### src/rtl/uart_tx_pkg.sv
// Shared types and constants for the buffered UART transmitter.
package uart_tx_pkg;

  typedef enum logic [2:0] {
    IDLE,
    START,
    DATA,
    PARITY,
    STOP
  } state_e;

  localparam logic IDLE_LEVEL = 1'b1;

endpackage

### src/rtl/uart_tx_fifo.sv
// Synchronous FIFO with first-word fall-through read; pushes while full and
// pops while empty are ignored.
module uart_tx_fifo #(
  parameter int WIDTH = 8,
  parameter int DEPTH = 4
) (
  input  logic                      clk,
  input  logic                      rst,
  input  logic                      push,
  input  logic                      pop,
  input  logic [WIDTH-1:0]          din,
  output logic [WIDTH-1:0]          dout,
  output logic                      full,
  output logic                      empty,
  output logic [$clog2(DEPTH):0]    level
);

  localparam int AW = $clog2(DEPTH);

  logic [WIDTH-1:0] mem [DEPTH];
  logic [AW-1:0]    wr_q, wr_d, rd_q, rd_d;
  logic [AW:0]      level_q, level_d;
  logic             do_push, do_pop;

  assign full    = (level_q == (AW+1)'(DEPTH));
  assign empty   = (level_q == '0);
  assign level   = level_q;
  assign dout    = mem[rd_q];
  assign do_push = push && !full;
  assign do_pop  = pop && !empty;

  always_comb begin
    wr_d    = wr_q;
    rd_d    = rd_q;
    level_d = level_q;
    if (do_push) wr_d = wr_q + AW'(1);
    if (do_pop)  rd_d = rd_q + AW'(1);
    case ({do_push, do_pop})
      2'b10:   level_d = level_q + (AW+1)'(1);
      2'b01:   level_d = level_q - (AW+1)'(1);
      default: level_d = level_q;
    endcase
  end

  always_ff @(posedge clk) begin
    if (rst) begin
      wr_q    <= '0;
      rd_q    <= '0;
      level_q <= '0;
    end else begin
      wr_q    <= wr_d;
      rd_q    <= rd_d;
      level_q <= level_d;
    end
  end

  // Storage needs no reset: the pointers and level define which entries are live.
  always_ff @(posedge clk) begin
    if (do_push) mem[wr_q] <= din;
  end

endmodule

### src/rtl/uart_tx_buffered.sv
// FIFO-buffered UART transmitter, LSB first, runtime baud divisor.
// Define UART_TX_PARITY_EN to insert a parity bit after the data bits.
module uart_tx_buffered #(
  parameter int DATA_W     = 8,
  parameter int FIFO_DEPTH = 4,
  parameter int DIV_W      = 16,
  parameter int STOP_BITS  = 1,
  parameter int PARITY_ODD = 0
) (
  input  logic                          clk,
  input  logic                          rst,
  input  logic [DIV_W-1:0]              baud_div,
  input  logic                          s_valid,
  input  logic [DATA_W-1:0]             s_data,
  output logic                          s_ready,
  output logic                          tx,
  output logic                          busy,
  output logic [$clog2(FIFO_DEPTH):0]   fifo_level
);

  import uart_tx_pkg::*;

  localparam int CNT_W = $clog2(DATA_W + 1);

  state_e             state_q, state_d;
  logic [DIV_W-1:0]   div_q, div_d, timer_q, timer_d;
  logic [CNT_W-1:0]   bit_q, bit_d;
  logic [DATA_W-1:0]  sh_q, sh_d;
  logic               par_q, par_d, tx_q, tx_d;
  logic               fifo_pop, fifo_full, fifo_empty;
  logic [DATA_W-1:0]  fifo_dout;
  logic               bit_end, last_data, last_stop;

  uart_tx_fifo #(
    .WIDTH (DATA_W),
    .DEPTH (FIFO_DEPTH)
  ) u_fifo (
    .clk   (clk),
    .rst   (rst),
    .push  (s_valid),
    .pop   (fifo_pop),
    .din   (s_data),
    .dout  (fifo_dout),
    .full  (fifo_full),
    .empty (fifo_empty),
    .level (fifo_level)
  );

  assign s_ready   = !fifo_full;
  assign busy      = (state_q != IDLE);
  assign tx        = tx_q;
  assign bit_end   = (timer_q == div_q);
  assign last_data = (bit_q == CNT_W'(DATA_W - 1));
  assign last_stop = (bit_q == CNT_W'(STOP_BITS - 1));

  // Next-state logic; a pop loads the word and freezes the divisor for the frame.
  always_comb begin
    state_d  = state_q;
    bit_d    = bit_q;
    sh_d     = sh_q;
    div_d    = div_q;
    par_d    = par_q;
    fifo_pop = 1'b0;
    timer_d  = (state_q == IDLE || bit_end) ? '0 : timer_q + DIV_W'(1);

    case (state_q)
      IDLE: begin
        if (!fifo_empty) begin
          fifo_pop = 1'b1;
          state_d  = START;
        end
      end
      START: begin
        if (bit_end) state_d = DATA;
      end
      DATA: begin
        if (bit_end) begin
          if (last_data) begin
            bit_d = '0;
`ifdef UART_TX_PARITY_EN
            state_d = PARITY;
`else
            state_d = STOP;
`endif
          end else begin
            bit_d = bit_q + CNT_W'(1);
            sh_d  = sh_q >> 1;
          end
        end
      end
`ifdef UART_TX_PARITY_EN
      PARITY: begin
        if (bit_end) state_d = STOP;
      end
`endif
      STOP: begin
        if (bit_end) begin
          if (last_stop) begin
            bit_d = '0;
            if (!fifo_empty) begin
              fifo_pop = 1'b1;
              state_d  = START;
            end else begin
              state_d = IDLE;
            end
          end else begin
            bit_d = bit_q + CNT_W'(1);
          end
        end
      end
      default: state_d = IDLE;
    endcase

    if (fifo_pop) begin
      sh_d  = fifo_dout;
      div_d = baud_div;
      par_d = (^fifo_dout) ^ (PARITY_ODD != 0);
    end
  end

  // Line level is decoded from the next state so tx leaves a flop.
  always_comb begin
    tx_d = IDLE_LEVEL;
    case (state_d)
      START:   tx_d = ~IDLE_LEVEL;
      DATA:    tx_d = sh_d[0];
      PARITY:  tx_d = par_d;
      default: tx_d = IDLE_LEVEL;
    endcase
  end

  always_ff @(posedge clk) begin
    if (rst) begin
      state_q <= IDLE;
      timer_q <= '0;
      bit_q   <= '0;
      sh_q    <= '0;
      div_q   <= '0;
      par_q   <= 1'b0;
      tx_q    <= IDLE_LEVEL;
    end else begin
      state_q <= state_d;
      timer_q <= timer_d;
      bit_q   <= bit_d;
      sh_q    <= sh_d;
      div_q   <= div_d;
      par_q   <= par_d;
      tx_q    <= tx_d;
    end
  end

endmodule

### config.mk
export PLATFORM = sky130hd
export DESIGN_NAME = uart_tx_buffered
export DESIGN_NICKNAME = d
export VERILOG_FILES = /design/src/rtl/uart_tx_pkg.sv /design/src/rtl/uart_tx_fifo.sv /design/src/rtl/uart_tx_buffered.sv
export SDC_FILE = /design/constraint.sdc
export NUM_CORES = 1
export LEC_CHECK = 0
export ABC_AREA = 1
export CAP_MARGIN = 20
export CORE_MARGIN = 2
export CORE_UTILIZATION = 55
export CTS_CLUSTER_SIZE = 8
export DETAILED_ROUTE_END_ITERATION = 16
export PLACE_DENSITY = 0.84
export SYNTH_ARGS = -nofsm -noshare
export SYNTH_HDL_FRONTEND = slang
export SYNTH_SLANG_ARGS = --single-unit
### constraint.sdc
create_clock -name clk -period 2.9 [get_ports clk]
set_clock_uncertainty 0.2 [all_clocks]
set_input_delay 0.87 -clock clk [delete_from_list [all_inputs] [get_ports clk]]
set_output_delay 0.87 -clock clk [all_outputs]
set_load 0.01 [all_outputs]
==> impl_metrics.toml, run 1 <==
[critical_path]
cp_num_cells = 15
end_kind = "register"
reg2reg_depth = 15
cp_max_fo = 6
worst_path_largest_cell_delay_ns = 0.46
critical_path_class = "reg -> reg"
worstPathArrival_ns = 2.74
crit_family = "simple AND/OR/NAND/NOR gates"
crit_buf_inv = 2
cp_common_cell = "nand2_1"
cp.required_ns = 2.94
start_kind = "register"
crit_slowest_cell = "dfxtp_1"
crit_chain = "inv_2 -> nand2_1 -> nand2_1 -> nor2_1 -> nand2_1 -> nor2_4 -> nand4_1 -> nand2_2 -> ha_1 -> inv_1 -> fa_1 -> a21oi_1 -> o21ai_0 -> o21ai_0 -> a21oi_1"

[timing]
max_freq_mhz = 370
rsz0062_at_grt = "false"
tightest_slew_ns = 0.605
hold_viol_final = 0
min_period_ns = 2.70
timing.final.crit_share = 0.931
max_slew_margin = 0.596
setup_viol_count_final = 0
drv_slew = 0
fin_ws_ns = 0.201
fin_setup_tns_ns = 0

[pwr]
p_total_mw = 4.50
p_comb_frac = 0.358
leakage_nw = 1.95
p_int_mw = 2.88
powerDensity_nw_per_um2 = 937
clkPwrFrac = 0.261
pwr-share-seq = 0.381
p_sw_mw = 1.63
ir_drop_v = 0.000608
switching_share = 0.361

[floorplanning]
io_pins = 33
dieArea_um2 = 8110
start_util = 0.565
die_w_um = 90.1
rows = 31
chipHeight_um = 90.1
core_um2 = 7210

[hold_path]
hold_class = "reg -> reg"
holdPathStages = 2

[logic_synthesis]
synth.area.top_cells = "dfxtp_1, edfxtp_1, nand2_1"
synth_nets = 542
yosysMostFrequentCell = "nand2_1"
yosys.cell_types.count = 32
synth.avg_cell_area_um2 = 8.05
ys_ff_latch = 89
yosys_warnings = 0
synth_top_area_cell = "dfxtp_1"
synthTopCellsByCount = "nand2_1, inv_1, nor2_1"
yosys_most_used_dff = "dfxtp_1"
synthArstFlopShare = 0
synth_edf_count = 32
syn-cell-area_um2 = 4080
yosysSeqAreaShare = 0.516
netlist_instances = 506
yosys.area.top_type_share = 0.280

[clocking]
path_clk_slew_ns = 0.08
clock_latency_ns = 0.35
holdBufCountCts = 0
cts_tree = "built"
htreeDepth = 3
post_cts_buffers = 0
cts.sinks = 89
cts_made_buffers = 9
ctsResizeCount = 0
cts_root_buffer = "clkbuf_8"
clockBufferDepth = 2

[cells_and_area]
drive_gt1_frac = 0.0743
nets = 583
syn_to_final_growth_pct = 17.9
antenna_cells = 0
final_cells = 651

[drt]
drt_wl_total_mm = 8.04
firstDrtPassIters = 4
vias_per_cell = 5.05
drt_iter0_drc = 187
remaining_drc_errors = 0
vias = 3285
wire_per_inst_um = 12.4
drtAntennaViolNets = 0

[placement]
io_buffers = 32
dpl_worst_slack_ns = 0.160
place.detailed.hpwl_mm = 5.53
placed_cells_incl_taps = 635
gp_routability_congestion = 0.808

[run_status]
status = "finished clean"

[grt]
antenna_found_initial = 0
grt_pass1_wl_mm = 13.9
grt_usage = 0.210
grt-ovfl-total = 0
grt_max_degree = 35
grt_pass1_vias = 3180

[run]
cap_violations = 0
[cell usage in the layout, fill, tap and decap left out]
| master | instances |
|---|---|
| a21oi_1 | 39 |
| a31oi_1 | 1 |
| buf_4 | 10 |
| bufinv_16 | 5 |
| clkbuf_8 | 9 |
| clkdlybuf4s50_1 | 32 |
| clkinv_2 | 1 |
| clkinv_4 | 1 |
| clkinvlp_4 | 1 |
| dfxtp_1 | 57 |
| edfxtp_1 | 32 |
| fa_1 | 1 |
| ha_1 | 8 |
| inv_1 | 61 |
| inv_2 | 6 |
| nand2_1 | 129 |
| nand2_2 | 1 |
| nand2_4 | 2 |
| nand3_1 | 42 |
| nand3_4 | 1 |
| nand3b_1 | 1 |
| nand4_1 | 3 |
| nor2_1 | 58 |
| nor2_4 | 2 |
| nor3_1 | 5 |
| nor3_2 | 1 |
| nor3b_1 | 2 |
| nor4_1 | 1 |
| o21a_1 | 1 |
| o21ai_0 | 16 |
| o21ai_1 | 11 |
| o21ai_4 | 1 |
| o21bai_1 | 2 |
| xor2_1 | 9 |
[state kept, by name (all words and copies together), names as in the netlist, named ones only]
register and flops:
bit_q 4, div_q 16, sh_q 8, state_q 3, timer_q 16, tx 1
u_fifo.level 3, u_fifo.mem 32, u_fifo.rd_q 2, u_fifo.wr_q 2
[layout make-up]
class	count	area (um^2)
fill	593	2410
inverter	68	256
clock buffer	9	124
timing repair buffer	42	395
tap	99	124
multi-input combinational	337	1640
sequential	89	2100
clock inverter	7	166
[power by group through the flow]
stage / registers [mW] / clock network, mW / logic (mW)
after floorplan: 1.68 / 0 / 1.27
after global placement: 1.73 / 0 / 1.54
after detailed placement: 1.74 / 0 / 1.61
after CTS: 1.72 / 1.19 / 1.62
after global routing: 1.75 / 1.24 / 1.83
final: 1.72 / 1.17 / 1.61
[through the flow]
stage	util	hold slack (ns)	cell area, um^2
4_1_cts	0.666	0.274	4810
3_5_place_dp	0.626	0.260	4520
6_report	0.666	0.271	4810
5_1_grt	0.666	0.295	4810
2_1_floorplan	-	0.241	4080
3_3_place_gp	0.626	0.253	4520
[cells by family (layout without fill, tap and decap cells)]
group / Yosys count / in the layout / share of synthesized area
DFF: 89 / 89 / 0.516
and+or+nand+nor: 248 / 248 / 0.261
xor gates and xnor gates: 9 / 9 / 0.0193
buffers and inverters: 80 / 126 / 0.0823
AOI/OAI and AO/OA: 71 / 71 / 0.0921
adders and majority gates: 9 / 9 / 0.0295
[worst paths after layout]
path,startpoint,end,slack (ns)
max,timer_q[7],u_fifo.level[2],0.20
min,div_q[1],div_q[1],0.27
max reg2reg,timer_q[7],u_fifo.level[2],0.20
min reg2reg,div_q[1],div_q[1],0.27
[per-layer routing]
metal / global-route usage / routed length [um]
met5: 0 / 0
met3: 0.0486 / 375
met1: 0.244 / 3490
met2: 0.368 / 4090
met4: 0.0936 / 89
[worst register-to-register path, stage by stage (launching register included)]
cell     delay, ns
dfxtp_1       0.46
inv_2         0.05
nand2_1       0.05
nand2_1       0.04
nor2_1        0.08
nand2_1       0.10
nor2_4        0.21
nand4_1       0.17
nand2_2       0.13
ha_1          0.15
inv_1         0.07
fa_1          0.39
a21oi_1       0.14
o21ai_0       0.11
o21ai_0       0.17
a21oi_1       0.06
No activity file was read; power rests on OpenSTA's default activity.
==> run 2: changes to the inputs <==
- SYNTH_HIERARCHICAL: unset -> 1
==> impl_metrics.toml, run 2 <==
[critical_path]
critical_path_class = "reg -> reg"
worstPathArrival_ns = 2.68
worst_path_largest_cell_delay_ns = 0.43
cp.required_ns = 2.96
r2r-end = "u_fifo/level[2]"
reg2reg_slack_ns = 0.28
r2r_start = "timer_q[2]"
crit_chain = "inv_1 -> nand2_1 -> nand2_1 -> nor2_1 -> nand2_1 -> nor2_4 -> nand3_2 -> a21boi_2 -> nand2_1 -> inv_1 -> ha_1 -> inv_1 -> fa_1 -> inv_1 -> nand2_1 -> nand3_1 -> nand2_1 -> nand2_1 -> nor2_1"
end_kind = "register"
cp_max_fo = 6
cp_common_cell = "nand2_1"
start_kind = "register"
reg2reg_depth = 19
crit_slowest_cell = "dfxtp_1"

[hold_path]
hold_end = "timer_q[0]"
holdPathStages = 1
hold_start = "timer_q[0]"
hold_class = "reg -> reg"

[drt]
drt_wl_total_mm = 7.90
firstDrtPassIters = 4
drt_iter0_drc = 224
vias = 3363
remaining_drc_errors = 0
vias_per_cell = 5.10
drtAntennaViolNets = 0
wire_per_inst_um = 12.0

[clocking]
cts_tree = "built"
clock_latency_ns = 0.36
post_cts_buffers = 0
cts_made_buffers = 9
clockBufferDepth = 2
htreeDepth = 3
holdBufCountCts = 0
path_clk_slew_ns = 0.09
cts.sinks = 89
cts_root_buffer = "clkbuf_8"

[floorplanning]
io_pins = 33
chipHeight_um = 90.3
start_util = 0.567
rows = 31
die_w_um = 90.3
dieArea_um2 = 8150
core_um2 = 7210

[timing]
rsz0062_at_grt = "false"
max_freq_mhz = 382
timing.final.crit_share = 0.903
fin_setup_tns_ns = 0
tightest_slew_ns = 0.463
setup_viol_count_final = 0
whs_ns = 0.259
min_period_ns = 2.62
hold_viol_final = 0
drv_slew = 0
max_slew_margin = 0.690

[logic_synthesis]
yosys.area.top_type_share = 0.279
netlist_instances = 514
synthTopCellsByCount = "nor2_1, nand2_1, inv_1"
synth_nets = 550
synth.avg_cell_area_um2 = 7.96
yosysMostFrequentCell = "nor2_1"
yosys_warnings = 6
synth_edf_count = 32
yosysSeqAreaShare = 0.513
yosys.cell_types.count = 34
ys_ff_latch = 89
synth_top_area_cell = "dfxtp_1"
syn-cell-area_um2 = 4090
synth.area.top_cells = "dfxtp_1, edfxtp_1, nor2_1"
yosys_most_used_dff = "dfxtp_1"
synthArstFlopShare = 0

[grt]
grt-ovfl-total = 0
grt_usage = 0.209
grt_max_degree = 31
grt_pass1_wl_mm = 13.8
grt_pass1_vias = 3230
antenna_found_initial = 0

[cells_and_area]
design_area_um2 = 4750
syn_to_final_growth_pct = 16.0
regMostFlops = "u_fifo/mem"
largest_reg_flops = 32
final_common_cell = "nor2_1"
reg.largest.list = "u_fifo/mem: 32 flops, div_q: 16 flops, timer_q: 16 flops"
antenna_cells = 0
drive_gt1_frac = 0.0982
nets = 591
final_cell_mix = "nor2_1, nand2_1, inv_1"

[pwr]
pwr-share-seq = 0.421
switching_share = 0.383
ir_drop_v = 0.000482
p_int_mw = 2.55
powerDensity_nw_per_um2 = 870
clkPwrFrac = 0.203
p_comb_frac = 0.377
p_sw_mw = 1.58
leakage_nw = 1.90

[placement]
place.detailed.hpwl_mm = 5.59
placed_area_um2 = 4540
gp_routability_congestion = 0.844
io_buffers = 32

[run]
cap_violations = 0

[run_status]
status = "finished clean"
[run 2: cell types whose count changed after synthesis, moves of 8 or more]
cell | before | now
nor2_1 | 58 | 105
nand2_1 | 129 | 96
a21oi_1 | 39 | 20
o21ai_0 | 16 | 33
nand3_1 | 42 | 31
o22ai_1 | 0 | 8
[run 2: per-layer routing]
metal,wire (um),global-route usage
met1,3390,0.242
met4,86,0.0910
met5,0,0
met2,4090,0.380
met3,335,0.0367
[run 2: kinds of logic after synthesis]
family | count (synthesis) | synth area share
DFF | 89 | 0.513
AOI/OAI and AO/OA | 76 | 0.102
and+or+nand+nor | 258 | 0.266
xor gates and xnor gates | 5 | 0.0107
adders and majority gates | 9 | 0.0293
buffers and inverters | 77 | 0.0785
[run 2: worst max path at each step]
| stage | from | end | depth (start not counted) |
|---|---|---|---|
| after global placement | s_valid | u_fifo/level[2] | 11 |
| after CTS | timer_q[7] | u_fifo/level[2] | 19 |
| after global routing | div_q[12] | u_fifo/level[2] | 19 |
| after floorplan | timer_q[9] | u_fifo/level[2] | 21 |
| after detailed placement | s_valid | u_fifo/level[2] | 11 |
| final | timer_q[2] | u_fifo/level[2] | 19 |
[run 2: repair_timing]
action,in CTS,in global routing
resized for setup,0,11
hold endpoints to repair,0,0
setup endpoints to repair,0,1
[run 2: through the flow]
stage | cells | power (mW) | setup slack (ns) | utilization
after global placement | 643 | 3.25 | 0.208 | 0.629
after detailed placement | 643 | 3.31 | 0.163 | 0.629
after floorplan | 514 | 2.92 | 0.267 | -
after global routing | 659 | 4.47 | 0.0112 | 0.659
after CTS | 659 | 4.15 | 0.199 | 0.656
final | 659 | 4.13 | 0.281 | 0.659
[run 2: final cells by class]
cell class                      instances  area, um^2
Sequential cell                        89        2110
Multi-Input combinational cell        348        1680
Tap cell                               99         124
Inverter                               65         244
Fill cell                             613        2460
Timing Repair Buffer                   42         395
Clock inverter                          6        66.3
Clock buffer                           10         128
[run 2: critical path, delay by kind of cell, from the launching register on]
| kind | cells | cell delay [ns] |
|---|---|---|
| adders and majority gates | 2 | 0.54 |
| and+or+nand+nor | 12 | 0.92 |
| AOI/OAI and AO/OA | 1 | 0.15 |
| DFF | 1 | 0.43 |
| buffers and inverters | 4 | 0.26 |
[run 2: power by group through the flow]
stage | registers, mW | clock network (mW) | logic, mW
after floorplan | 1.74 | 0 | 1.18
after global placement | 1.75 | 0 | 1.50
after detailed placement | 1.76 | 0 | 1.55
after CTS | 1.74 | 0.850 | 1.56
after global routing | 1.78 | 0.904 | 1.79
final | 1.74 | 0.837 | 1.56
==> RTL edit 1: new RTL, config.mk and constraints of run 1 <==
Put a register stage on the output `fifo_level`, without a reset. The value now appears one clock later. The other outputs are not delayed to match.
--- a/src/rtl/uart_tx_buffered.sv
+++ b/src/rtl/uart_tx_buffered.sv
@@ -22,6 +22,8 @@
 
   localparam int CNT_W = $clog2(DATA_W + 1);
 
+  logic [$clog2(FIFO_DEPTH):0] fifo_level_d;
+
   state_e             state_q, state_d;
   logic [DIV_W-1:0]   div_q, div_d, timer_q, timer_d;
   logic [CNT_W-1:0]   bit_q, bit_d;
@@ -43,7 +45,7 @@
     .dout  (fifo_dout),
     .full  (fifo_full),
     .empty (fifo_empty),
-    .level (fifo_level)
+    .level (fifo_level_d)
   );
 
   assign s_ready   = !fifo_full;
@@ -149,5 +151,9 @@
     end
   end
 
+  always_ff @(posedge clk) begin
+    fifo_level <= fifo_level_d;
+  end
+
 endmodule
 
Function: changed (a bounded check fails within 4 cycles, from zero or initial values and one cycle with rst high).
==> RTL edit 1 against run 1 <==
- sequential cell count rose by 3
- routed wire length rose by 0.25%
- synthesized cell count rose by 3.8%
- worst setup slack got worse by 0.014 ns
- area after synthesis rose by 3.3%
- count of clock-buffer cells in the layout did not move
- power rose by 0.81%
- design area rose by 1.7%
- clock power fell by 13%
==> RTL edit 1: results (changes against run 1) <==
stage,metric,value,unit,change
placement,finalWeightedCongestion,0.849,,+5.1%
synth,synth-seq-area-share,0.514,,-0.00199
worst_setup_path,reg2reg_setup_slack,0.29,ns,+0.09 ns
pwr,peakVddDrop,0.491,mV,-19%
drt,wl,8.06,mm,+0.25%
worst_setup_path,critPathMaxFanout,3,,-3
synth,yosys-top-cells-area,"dfxtp_1 29%, edfxtp_1 23%, nand2_1 13%, nor2_1 5.3%, inv_1 5.0%",,
worst_setup_path,crit_end,busy,,
sta,worst_pin_slew,0.606,ns,+0.000488 ns
grt,grt_pass1_vias,3254,,+2.3%
worst_setup_path,slowest_stage,clkdlybuf4s50_1,,
cells_and_area,nNetsFinal,599,,+2.7%
drt,route.met2.wl,4.11,mm,+0.49%
grt,grt_max_degree,38,,+8.6%
cells_and_area,drive_gt1_frac,0.114,,+0.0402
grt,grt_usage,0.204,,-0.00566
run_status,status,finished clean,,
drt,drt_iter0_markers,215,,+15%
sta,setup_ws,0.187,ns,-0.0140 ns
synth,syn_nets,561,,+3.5%
synth,synth_common_cells,"150 x nand2_1, 60 x dfxtp_1, 59 x nor2_1",,
placement,pre_cts_slack,0.184,ns,+0.0247 ns
worst_setup_path,startpoint,state_q[1],,
worst_setup_path,max_stage_delay,0.50,ns,+0.04 ns
drt,vias_per_cell,5.04,,-0.20%
[RTL edit 1: layer usage]
metal  vias to the layer above  track usage
met3                        17       0.0564
met4                         0       0.0644
met1                      1548        0.224
met5                         -            0
li1                       1739            -
met2                        55        0.378
[RTL edit 1: how the worst min path moves through the flow]
| stage | from | endpoint | slack [ns] |
|---|---|---|---|
| 3_5_place_dp | u_fifo.level[0] | fifo_level[0] | 0.17 |
| 3_3_place_gp | u_fifo.level[0] | fifo_level[0] | 0.16 |
| 5_1_grt | u_fifo.level[0] | fifo_level[0] | 0.19 |
| 4_1_cts | u_fifo.level[0] | fifo_level[0] | 0.18 |
| 2_1_floorplan | u_fifo.level[0] | fifo_level[0] | 0.15 |
| 6_report | u_fifo.level[0] | fifo_level[0] | 0.17 |
[RTL edit 1: cell type report]
class                           instances  area (µm²)
Clock buffer                            9         124
Clock inverter                          7         123
Fill cell                             590        2440
Inverter                               69         259
Multi-Input combinational cell        349        1700
Sequential cell                        92        2160
Tap cell                               99         124
Timing Repair Buffer                   42         395
[RTL edit 1: per-stage QoR]
stage,cell area [µm²],cells,power [mW],hold slack (ns)
2_1_floorplan,4210,525,3.14,0.151
3_3_place_gp,4640,651,3.46,0.159
3_5_place_dp,4640,651,3.53,0.167
4_1_cts,4890,667,4.57,0.178
5_1_grt,4890,667,4.89,0.188
6_report,4890,667,4.54,0.175
[RTL edit 1: logic make-up (layout without fill, tap and decap cells)]
logic type	Yosys count	in the layout	share of synthesized area
AO/OA/AOI/OAI	68	68	0.0955
XOR/XNOR	8	8	0.0167
adder cells (fa/ha/maj)	9	9	0.0285
buffers and inverters	84	127	0.0818
flip-flops	92	92	0.514
AND/OR/NAND/NOR	264	264	0.264
[RTL edit 1: report_power, final]
part           switching [mW]  internal, mW
clock                   0.448         0.576
sequential              0.157          1.63
combinational            1.11         0.613
total                    1.72          2.82
[RTL edit 1: worst max-delay path, delay by kind of cell (launching register included)]
kind	cells	cell delay, ns
DFF	1	0.33
buffers and inverters	3	0.68
and+or+nand+nor	2	0.28
==> RTL edit 2: new RTL, flow settings as in run 1 <==
Without the edit above. `FIFO_DEPTH`: 4 -> 8.
--- a/src/rtl/uart_tx_buffered.sv
+++ b/src/rtl/uart_tx_buffered.sv
@@ -2,7 +2,7 @@
 // Define UART_TX_PARITY_EN to insert a parity bit after the data bits.
 module uart_tx_buffered #(
   parameter int DATA_W     = 8,
-  parameter int FIFO_DEPTH = 4,
+  parameter int FIFO_DEPTH = 8,
   parameter int DIV_W      = 16,
   parameter int STOP_BITS  = 1,
   parameter int PARITY_ODD = 0
Ports: changed (resized fifo_level); port bits go from 33 to 34. The function was not compared with the original's and may differ.
==> RTL edit 2 against run 1 <==
- routed wire length increased by 52%
- worst hold slack better by 0.0075 ns
- register-to-register slack improved by 0.08 ns
- via count grew 36%
- highest routed layer unchanged
- design area up 43%
- non-clock buffer count increased by 6
- power rose by 45%
- area after synthesis up 39%
- sequential cell count increased by 36
- worst setup slack got worse by 0.10 ns
- die area rose by 37%
- critical path depth is 12 lower
==> RTL edit 2: results (changes against run 1) <==
stage,metric,value,unit,change
run_status,status,finished clean,,
synth,synthAdderAreaFrac,0.0177,,-0.0118
synth,synth_common_cells,"160 x nand2_1, 95 x inv_1, 89 x nor2_1",,
sta,setup_violations,0,,unchanged
synth,netlist_instances,671,,+33%
drt,dr.pass1.iters,5,,+1
placement,finalWeightedCongestion,0.864,,+6.9%
grt,grt_usage,0.236,,+0.0259
cts,cts-root-buf,clkbuf_8,,
placement,hpwl,8.02,mm,+45%
synth,async_flop_share,0,,unchanged
drt,vias,4467,,+36%
synth,yosys-top-cells-area,"edfxtp_1 34%, dfxtp_1 22%, nand2_1 11%, inv_1 6.3%, nor2_1 5.9%",,
synth,synth-seq-area-share,0.555,,+0.0396
drt,ant_nets,0,,unchanged
grt,grt_first_pass_wirelength,20.2,mm,+46%
grt,antenna_found_initial,0,,unchanged
synth,synth.distinct_cells,31,,-3.1%
cells_and_area,nNetsFinal,750,,+29%
drt,drcViolationCount,0,,unchanged
synth,yosysWarnings,0,,unchanged
cts,htreeDepth,4,,+1
pwr,p_leak,2.93,nW,+50%
worst_hold_path,hold_class,reg2reg,,
cells_and_area,drive_gt1_frac,0.0920,,+0.0178
worst_setup_path,crit_arrival,1.73,ns,-1.01 ns
grt,grt_max_degree,36,,+2.9%
drt,wl,12.2,mm,+52%
sta,worst_pin_slew,0.490,ns,-0.115 ns
cts,numCtsBuffers,17,,+8
placement,dp.cells,832,,+31%
cts,post-cts-setup-buffers,0,,unchanged
cells_and_area,antenna_cells,0,,unchanged
synth,synth_mux_area_frac,0,,unchanged
placement,io_buffers,33,,+3.1%
synth,synth_xor_area_frac,0.0310,,+0.0116
grt,grt_pass1_vias,4361,,+37%
drt,drt_iter0_markers,338,,+81%
worst_setup_path,critPathMaxFanout,6,,unchanged
pwr,peakVddDrop,0.542,mV,-11%
synth,synth_compound_area_frac,0.0555,,-0.0366
cts,clk_latency,0.53,ns,+0.18 ns
cts,clockBufferDepth,2,,unchanged
drt,routedWlPerCell,14.2,µm,+15%
synth,syn_nets,706,,+30%
synth,ys.flop_type,edfxtp_1,,
cts,cts_repair_resize_count,0,,unchanged
synth,synth_edf_count,64,,+100%
placement,pre_cts_slack,0.0869,ns,-0.0727 ns
cts,clk_pin_slew,0.05,ns,-0.03 ns
cells_and_area,reg_top3,"u_fifo.mem: 64 flops, div_q: 16 flops, timer_q: 16 flops",,
## RTL edit 2: area by class of cell
class                   count  area [µm²]
repair buffers             48         443
fillers                   729        3290
clock buffers              19         432
multi-input cells         422        2010
clock inverters            13         267
flip-flops and latches    125        3140
well taps                 136         170
inverters                 101         379
## RTL edit 2: kinds of logic (layout without fill, tap and decap cells)
kind of cell	Yosys count	count (layout)
flip-flops	125	125
buffers and inverters	124	181
AND/OR/NAND/NOR	332	332
AO/OA/AOI/OAI	62	62
adder cells (fa/ha/maj)	8	8
XOR/XNOR	20	20
## RTL edit 2: final timing paths
kind	startpoint	endpoint	slack, ns	cells after the start
hold reg to reg	u_fifo.rd_q[2]	u_fifo.rd_q[2]	0.28	2
hold / removal	u_fifo.rd_q[2]	u_fifo.rd_q[2]	0.28	2
setup reg to reg	timer_q[0]	u_fifo.level[2]	0.28	13
setup / recovery	u_fifo.level[1]	s_ready	0.1	3
## RTL edit 2: layer usage
layer  wire [µm]  global-route usage
met2        6060               0.400
met1        5030               0.280
met3         841              0.0705
met5           0                   0
met4         301              0.0943
## RTL edit 2: metrics by stage
| stage | hold WS (ns) | power, mW | instance area, µm² |
|---|---|---|---|
| after floorplan | 0.233 | 3.55 | 5660 |
| after global placement | 0.243 | 3.94 | 6140 |
| after detailed placement | 0.275 | 4.02 | 6140 |
| after CTS | 0.281 | 6.53 | 6840 |
| after global routing | 0.326 | 6.89 | 6850 |
| final | 0.279 | 6.55 | 6850 |
## RTL edit 2: report_power, final
group	leakage, nW	switching [mW]	total (mW)	internal [mW]
registers	1.08	0.151	2.26	2.11
logic	1.51	1.17	1.79	0.621
clock network	0.341	0.739	2.50	1.76
total	2.93	2.06	6.55	4.49
## RTL edit 2: worst max-delay path, cell delays in order, from the launching register on
cell and delay [ns]:
dfxtp_1 0.44, nor2_1 0.11, nand3_1 0.11, clkdlybuf4s50_1 0.55
